<file path="config.mk">
export PLATFORM = sky130hd
export DESIGN_NAME = uart_regfile_loader
export DESIGN_NICKNAME = d
export VERILOG_FILES = /design/src/rtl/uart_regfile_loader_pkg.sv /design/src/rtl/uart_regfile_loader_uart_rx.sv /design/src/rtl/uart_regfile_loader.sv
export SDC_FILE = /design/constraint.sdc
export NUM_CORES = 1
export LEC_CHECK = 0
export ABC_CLOCK_PERIOD_IN_PS = 2400
export BUFFER_PORTS_ARGS = -buffer_cell sky130_fd_sc_hd__buf_2
export CORE_MARGIN = 2
export CORE_UTILIZATION = 50
export DETAILED_ROUTE_END_ITERATION = 6
export GPL_TIMING_DRIVEN = 1
export PLACE_DENSITY = 0.7
export SYNTH_ARGS = -nofsm -noshare
export SYNTH_HDL_FRONTEND = slang
export SYNTH_HIERARCHICAL = 1
export SYNTH_SLANG_ARGS = --single-unit
</file>
<file path="constraint.sdc">
create_clock -name clk -period 2.4 [get_ports clk]
set_clock_uncertainty 0.2 [all_clocks]
set_input_delay 0.12 -clock clk [delete_from_list [all_inputs] [get_ports clk]]
set_output_delay 0.12 -clock clk [all_outputs]
set_load 0.02 [all_outputs]
</file>
<file path="src/rtl/uart_regfile_loader_pkg.sv">
// Shared constants and types for the register-file UART link.
//   CLKS_PER_BIT_DEF : default clk cycles per UART bit. The transmit side uses the same value.
//   FRAME_BYTES_DEF  : bytes per frame (x0..x31, 4 bytes each).
//   TIMEOUT_CLKS_DEF : inter-byte idle limit. Used only when REGLOAD_TIMEOUT_EN is defined.
//   rx_state_e       : receive bit-FSM state encoding.
package uart_regfile_loader_pkg;

   localparam int CLKS_PER_BIT_DEF = 104;
   localparam int FRAME_BYTES_DEF  = 128;
   localparam int TIMEOUT_CLKS_DEF = 12000;

   typedef enum logic [1:0] {
      RX_IDLE  = 2'd0,
      RX_START = 2'd1,
      RX_DATA  = 2'd2,
      RX_STOP  = 2'd3
   } rx_state_e;

endpackage

</file>
<file path="src/rtl/uart_regfile_loader_uart_rx.sv">
// uart_rx: receives 8N1 bytes. A 2-FF synchroniser feeds a start/data/stop bit FSM.
// Optional feature macro: REGLOAD_TIMEOUT_EN. When defined, the module also exports rx_idle.
// Ports:
//   clk, rst  : clock and synchronous active-high reset
//   rx        : async serial input, idle high
//   rx_data   : received byte. It is valid while rx_valid is high and holds until the next data bit.
//   rx_valid  : 1-clk pulse when a byte with a good stop bit completes
//   rx_ferr   : 1-clk pulse when the stop bit is sampled low
//   rx_start  : 1-clk pulse when a start bit is confirmed at mid-bit
//   rx_idle   : (REGLOAD_TIMEOUT_EN only) bit FSM is in IDLE
module uart_rx
   import uart_regfile_loader_pkg::*;
#(
   parameter int CLKS_PER_BIT = CLKS_PER_BIT_DEF
) (
   input  logic       clk,
   input  logic       rst,
   input  logic       rx,
   output logic [7:0] rx_data,
   output logic       rx_valid,
   output logic       rx_ferr,
   output logic       rx_start
`ifdef REGLOAD_TIMEOUT_EN
   ,
   output logic       rx_idle
`endif
);

   localparam int CNT_W = (CLKS_PER_BIT > 2) ? $clog2(CLKS_PER_BIT) : 1;
   localparam int HALF  = (CLKS_PER_BIT / 2 > 0) ? CLKS_PER_BIT / 2 : 1;

   rx_state_e        state_q, state_d;
   logic [CNT_W-1:0] cnt_q, cnt_d;
   logic [2:0]       bit_q, bit_d;
   logic [7:0]       shreg_q, shreg_d;
   logic             sync1_q, sync1_d, sync2_q, sync2_d, prev_q, prev_d;
   logic             valid_q, valid_d, ferr_q, ferr_d, start_q, start_d;

   always_comb begin
      state_d = state_q;
      cnt_d   = cnt_q;
      bit_d   = bit_q;
      shreg_d = shreg_q;
      sync1_d = rx;
      sync2_d = sync1_q;
      prev_d  = sync2_q;
      valid_d = 1'b0;
      ferr_d  = 1'b0;
      start_d = 1'b0;
      case (state_q)
         RX_IDLE: begin
            cnt_d = '0;
            bit_d = '0;
            // Start only on a real falling edge. A line still low after a bad stop bit
            // is ignored until it has gone high again.
            if (prev_q && !sync2_q) state_d = RX_START;
         end
         RX_START: begin
            if (cnt_q == CNT_W'(HALF - 1)) begin
               cnt_d = '0;
               if (!sync2_q) begin
                  state_d = RX_DATA;
                  start_d = 1'b1;
               end else begin
                  state_d = RX_IDLE;   // glitch: no error
               end
            end else begin
               cnt_d = cnt_q + 1'b1;
            end
         end
         RX_DATA: begin
            if (cnt_q == CNT_W'(CLKS_PER_BIT - 1)) begin
               cnt_d   = '0;
               shreg_d = {sync2_q, shreg_q[7:1]};   // LSB first
               bit_d   = bit_q + 1'b1;
               if (bit_q == 3'd7) state_d = RX_STOP;
            end else begin
               cnt_d = cnt_q + 1'b1;
            end
         end
         RX_STOP: begin
            if (cnt_q == CNT_W'(CLKS_PER_BIT - 1)) begin
               // Return to IDLE at mid-stop so the next start edge is not missed.
               cnt_d   = '0;
               state_d = RX_IDLE;
               if (sync2_q) valid_d = 1'b1;
               else         ferr_d  = 1'b1;
            end else begin
               cnt_d = cnt_q + 1'b1;
            end
         end
         default: state_d = RX_IDLE;
      endcase
   end

   always_ff @(posedge clk) begin
      if (rst) begin
         state_q <= RX_IDLE;
         cnt_q   <= '0;
         bit_q   <= '0;
         shreg_q <= '0;
         sync1_q <= 1'b1;
         sync2_q <= 1'b1;
         prev_q  <= 1'b1;
         valid_q <= 1'b0;
         ferr_q  <= 1'b0;
         start_q <= 1'b0;
      end else begin
         state_q <= state_d;
         cnt_q   <= cnt_d;
         bit_q   <= bit_d;
         shreg_q <= shreg_d;
         sync1_q <= sync1_d;
         sync2_q <= sync2_d;
         prev_q  <= prev_d;
         valid_q <= valid_d;
         ferr_q  <= ferr_d;
         start_q <= start_d;
      end
   end

   assign rx_data  = shreg_q;
   assign rx_valid = valid_q;
   assign rx_ferr  = ferr_q;
   assign rx_start = start_q;
`ifdef REGLOAD_TIMEOUT_EN
   assign rx_idle  = (state_q == RX_IDLE);
`endif

endmodule

</file>
<file path="src/rtl/uart_regfile_loader.sv">
// uart_regfile_loader: packs received UART bytes little-endian into 32-bit words and
// writes them to the register file. A frame of FRAME_BYTES bytes covers x0 upward.
// Optional feature macro: REGLOAD_TIMEOUT_EN. It aborts a partial frame after
// TIMEOUT_CLKS idle clocks between bytes.
// Ports:
//   clk, rst   : clock and synchronous active-high reset
//   rx         : UART serial input, async, idle high
//   write      : 1-clk regfile write strobe. It is never raised for x0.
//   wrAddr     : register index. Holds its value between writes.
//   wrData     : assembled word. Holds its value between writes.
//   busy       : high from the first start bit of a frame until frame end or abort
//   frame_done : 1-clk pulse, issued together with the last write of a frame
//   frame_err  : 1-clk pulse on a stop-bit error or a timeout abort
module uart_regfile_loader
   import uart_regfile_loader_pkg::*;
#(
   parameter int CLKS_PER_BIT = CLKS_PER_BIT_DEF,
   parameter int FRAME_BYTES  = FRAME_BYTES_DEF,
   parameter int TIMEOUT_CLKS = TIMEOUT_CLKS_DEF
) (
   input  logic        clk,
   input  logic        rst,
   input  logic        rx,
   output logic        write,
   output logic [4:0]  wrAddr,
   output logic [31:0] wrData,
   output logic        busy,
   output logic        frame_done,
   output logic        frame_err
);

   localparam int IDX_W = $clog2(FRAME_BYTES);

   logic [7:0] rx_data;
   logic       rx_valid, rx_ferr, rx_start;
   logic       to_abort;

`ifdef REGLOAD_TIMEOUT_EN
   logic rx_idle;
`endif

   uart_rx #(.CLKS_PER_BIT(CLKS_PER_BIT)) u_rx (
      .clk      (clk),
      .rst      (rst),
      .rx       (rx),
      .rx_data  (rx_data),
      .rx_valid (rx_valid),
      .rx_ferr  (rx_ferr),
      .rx_start (rx_start)
`ifdef REGLOAD_TIMEOUT_EN
      ,
      .rx_idle  (rx_idle)
`endif
   );

   logic [IDX_W-1:0] idx_q, idx_d;
   // Only lanes 0..2 are stored. Lane 3 goes straight into the write word.
   logic [23:0]      word_q, word_d;
   logic             write_q, write_d, busy_q, busy_d, done_q, done_d, err_q, err_d;
   logic [4:0]       wr_addr_q, wr_addr_d;
   logic [31:0]      wr_data_q, wr_data_d;

`ifdef REGLOAD_TIMEOUT_EN
   localparam int TO_W = $clog2(TIMEOUT_CLKS + 1);
   logic [TO_W-1:0] to_cnt_q, to_cnt_d;

   // Counts only while a frame is open and the bit FSM waits for a start edge.
   always_comb begin
      to_cnt_d = to_cnt_q;
      to_abort = 1'b0;
      if (rx_valid || !busy_q || !rx_idle) begin
         to_cnt_d = '0;
      end else if (to_cnt_q == TO_W'(TIMEOUT_CLKS - 1)) begin
         to_cnt_d = '0;
         to_abort = 1'b1;
      end else begin
         to_cnt_d = to_cnt_q + 1'b1;
      end
   end

   always_ff @(posedge clk) begin
      if (rst) to_cnt_q <= '0;
      else     to_cnt_q <= to_cnt_d;
   end
`else
   assign to_abort = 1'b0;
`endif

   always_comb begin
      idx_d     = idx_q;
      word_d    = word_q;
      busy_d    = busy_q;
      write_d   = 1'b0;
      wr_addr_d = wr_addr_q;
      wr_data_d = wr_data_q;
      done_d    = 1'b0;
      err_d     = 1'b0;

      if (rx_start) busy_d = 1'b1;

      if (rx_valid) begin
         if (idx_q[1:0] != 2'd3) begin
            word_d[8*idx_q[1:0] +: 8] = rx_data;
         end else if ((idx_q >> 2) != '0) begin
            // x0 is hardwired zero: consume its word but raise no strobe.
            write_d   = 1'b1;
            wr_addr_d = 5'(idx_q >> 2);
            wr_data_d = {rx_data, word_q};
         end
         if (idx_q == IDX_W'(FRAME_BYTES - 1)) begin
            idx_d  = '0;
            done_d = 1'b1;
            busy_d = 1'b0;
         end else begin
            idx_d = idx_q + 1'b1;
         end
      end

      if (rx_ferr || to_abort) begin
         err_d  = 1'b1;
         idx_d  = '0;
         word_d = '0;
         busy_d = 1'b0;
      end
   end

   always_ff @(posedge clk) begin
      if (rst) begin
         idx_q     <= '0;
         word_q    <= '0;
         write_q   <= 1'b0;
         wr_addr_q <= '0;
         wr_data_q <= '0;
         busy_q    <= 1'b0;
         done_q    <= 1'b0;
         err_q     <= 1'b0;
      end else begin
         idx_q     <= idx_d;
         word_q    <= word_d;
         write_q   <= write_d;
         wr_addr_q <= wr_addr_d;
         wr_data_q <= wr_data_d;
         busy_q    <= busy_d;
         done_q    <= done_d;
         err_q     <= err_d;
      end
   end

   assign write      = write_q;
   assign wrAddr     = wr_addr_q;
   assign wrData     = wr_data_q;
   assign busy       = busy_q;
   assign frame_done = done_q;
   assign frame_err  = err_q;

endmodule

</file>
==> flow_summary.toml <==
[outcome]
status = "finished clean"

[clock_tree]
tritoncts = "yes"
cts.sinks = 98
clk_path_buf_depth = 2
htreeDepth = 3
post_cts_buffers = 0
clk_latency_ns = 0.35
numCtsBuffers = 9
clockRootBuffer = "clkbuf_8"
path_clk_slew_ns = 0.09

[placed_design]
portBuffers = 43
dp_hpwl_mm = 5.27
place_ws_ns = 0.242
place_congestion = 0.841

[logic_synthesis]
synth_cells = 430
ys_ff_latch = 98
synthAdderAreaFrac = 0.0241
synthDistinctLibCells = 49
synth_common_cells = "dfxtp_1, nand2b_1, mux2i_1"
synth_top_area_share = 0.473
syn-cell-area_mm2 = 0.00415
synth_area_leader_cell = "dfxtp_1"
synthFlopType = "dfxtp_1"
synth_fp_nets = 441
synth_edf_count = 0
yosysMostFrequentCell = "dfxtp_1"
synthXorXnorAreaFrac = 0.0190
synth_top_family_by_area = "simple AND/OR/NAND/NOR gates"
synth-simple-area-share = 0.280
synthMuxAreaShare = 0.104
ys_warn_count = 6
synth_area_per_cell_um2 = 9.65
synthTopCellsByArea = "dfxtp_1, nand2b_1, mux2i_1, nand3_1, a21oi_1"
synthArstFlopShare = 0
ys_seq_area_frac = 0.473
synth_compound_area_frac = 0.0612

[routing]
post_drt_via_cell_ratio = 5.19
dr.pass1.iters = 4
routed_wl_mm = 7.80
first_iter_violations = 76
wl_per_cell_um = 13.6
vias = 2981
drt.antenna.violating_nets = 0
drcViolationCount = 0

[setup_path]
criticalPathCategory = "reg2reg"
slowest_delay_ns = 0.54
critPathLaunch = "idx_q[0]"
crit_chain = "ha_1 > nand2_1 > a21oi_4 > buf_12 > mux2i_1"
reg2reg_to = "wrData[13]"
endpoint_kind = "flop"
crit_end = "wrData[13]"
rrSetupSlack_ns = 0.23
crit_required_ns = 2.49
cp_max_fo = 38
critical_path.startpoint_type = "flop"
critPathArrivalTime_ns = 2.25
r2r_cells = 5
rr_startpoint = "idx_q[0]"
worst_path_max_delay_cell = "dfxtp_1"

[floorplanning]
fp.dieH_um = 95.1
start_util = 0.510
coreArea_mm2 = 0.00813
io-pin-count = 44
core.rowCount = 33
dieArea_mm2 = 0.00904
dieWidth_um = 95.1

[cells_and_area]
final_nets = 475
insertedDiodeCount = 0
drive_above_1_share = 0.164
nFillCells = 736
areaGrowthSynthToFinish_pct = 11.9

[global_route]
grt_max_degree = 48
grt.met1_usage = 0.221
grt_pass1_vias = 2867
grt_usage = 0.182
antenna_found_initial = 0
met2_usage = 0.316
overflow = 0
grt_pass1_wl_mm = 13.0
met3_usage = 0.0403
busiest_layer = "met2"

[sta]
finalCritPeriodShare = 0.903
finalSetupTns_ns = 0
timing.max_slew.rel_slack = 0.643
worst_pin_slew_ns = 0.520
rsz0062_at_grt = "false"
hold_violations = 0
setup_viol = 0
slew_violations = 0
fmax_ghz = 0.461
setup_slack_ns = 0.233
min_period_ns = 2.17

[run]
drv_cap = 0

[power_and_ir_drop]
cellLeakagePower_nw = 1.59
p_per_area_mw_per_mm2 = 600
irDropWorstVdd_uv = 390

[min_path]
hold_class = "reg2reg"
holdPathStages = 1
how the worst min path moves through the flow:
stage	start	to	slack, ns
6_report	u_rx/sync1_q	u_rx/prev_d	0.23
5_1_grt	u_rx/sync1_q	u_rx/prev_d	0.23
3_5_place_dp	rx	u_rx/sync1_q	0.11
3_3_place_gp	rx	u_rx/sync1_q	0.11
4_1_cts	u_rx/sync1_q	u_rx/prev_d	0.22
2_1_floorplan	rx	u_rx/sync1_q	0.02
worst max-delay path, delay by kind of cell, from the launching register on:
| family | cells | cell delay (ns) |
|---|---|---|
| buffers and inverters | 1 | 0.25 |
| multiplexers | 1 | 0.22 |
| AO/OA/AOI/OAI | 1 | 0.21 |
| AND/OR/NAND/NOR | 1 | 0.25 |
| adder cells (fa/ha/maj) | 1 | 0.39 |
| flip-flops | 1 | 0.54 |
layer usage:
metal,vias up,part of all wire
met4,0,0.0073
met5,-,0
li1,1531,-
met2,36,0.49
met3,4,0.032
met1,1410,0.47
stage by stage:
step	instance area, um2	utilization	hold slack, ns	cells	total power [mW]
2_1_floorplan	4150	-	0.0238	430	1.73
3_5_place_dp	4420	0.543	0.105	556	1.74
6_report	4640	0.571	0.232	574	2.79
5_1_grt	4640	0.571	0.225	574	2.88
4_1_cts	4640	0.571	0.221	574	2.81
3_3_place_gp	4420	0.543	0.107	556	1.74
cell usage in the layout, fill, tap and decap left out, types with 7 or more instances in the layout:
| master | n |
|---|---|
| dfxtp_1 | 98 |
| nand2b_1 | 69 |
| mux2i_1 | 43 |
| buf_2 | 43 |
| nand2_1 | 33 |
| nand3_1 | 32 |
| a21oi_1 | 25 |
| nor2_1 | 20 |
| clkbuf_8 | 11 |
| ha_1 | 8 |
| inv_1 | 7 |
| nor3_1 | 7 |
where the power goes:
group,internal (mW),total (mW),switching [mW]
sequential,1.63,1.64,0.00698
combinational,0.0314,0.0680,0.0367
clock,0.540,1.08,0.541
total,2.20,2.79,0.585
layout make-up:
cell class	instances	area, um2	share of cell area
inverter	7	26.3	0.00566
timing repair buffer	50	285	0.0615
clock inverter	4	48.8	0.0105
clock buffer	12	155	0.0334
sequential	98	1960	0.423
tap	105	131	0.0283
multi-input combinational	298	2030	0.438
kinds of logic (layout without fill, tap and decap cells):
kind of cell,count (synthesis),after routing
AND/OR/NAND/NOR,196,196
flip-flops,98,98
multiplexers,43,43
AO/OA/AOI/OAI,42,42
buffers and inverters,34,73
XOR/XNOR,9,9
adder cells (fa/ha/maj),8,8
sequential cells by signal, summed over array words and instances, names as in the netlist, 3 cells and up, named ones only:
name	count
wrData	32
word_q	24
u_rx/rx_data	8
idx_q	7
u_rx/cnt_q	7
wrAddr	5
u_rx/bit_q	3
repair_timing:
| action | CTS | global route |
|---|---|---|
| gates resized for setup | 0 | 0 |
| hold buffers | 2 | 0 |
| endpoints found under the setup margin | 0 | 0 |
| endpoints found under the hold margin | 9 | 0 |
(Power assumes the default switching activity.)
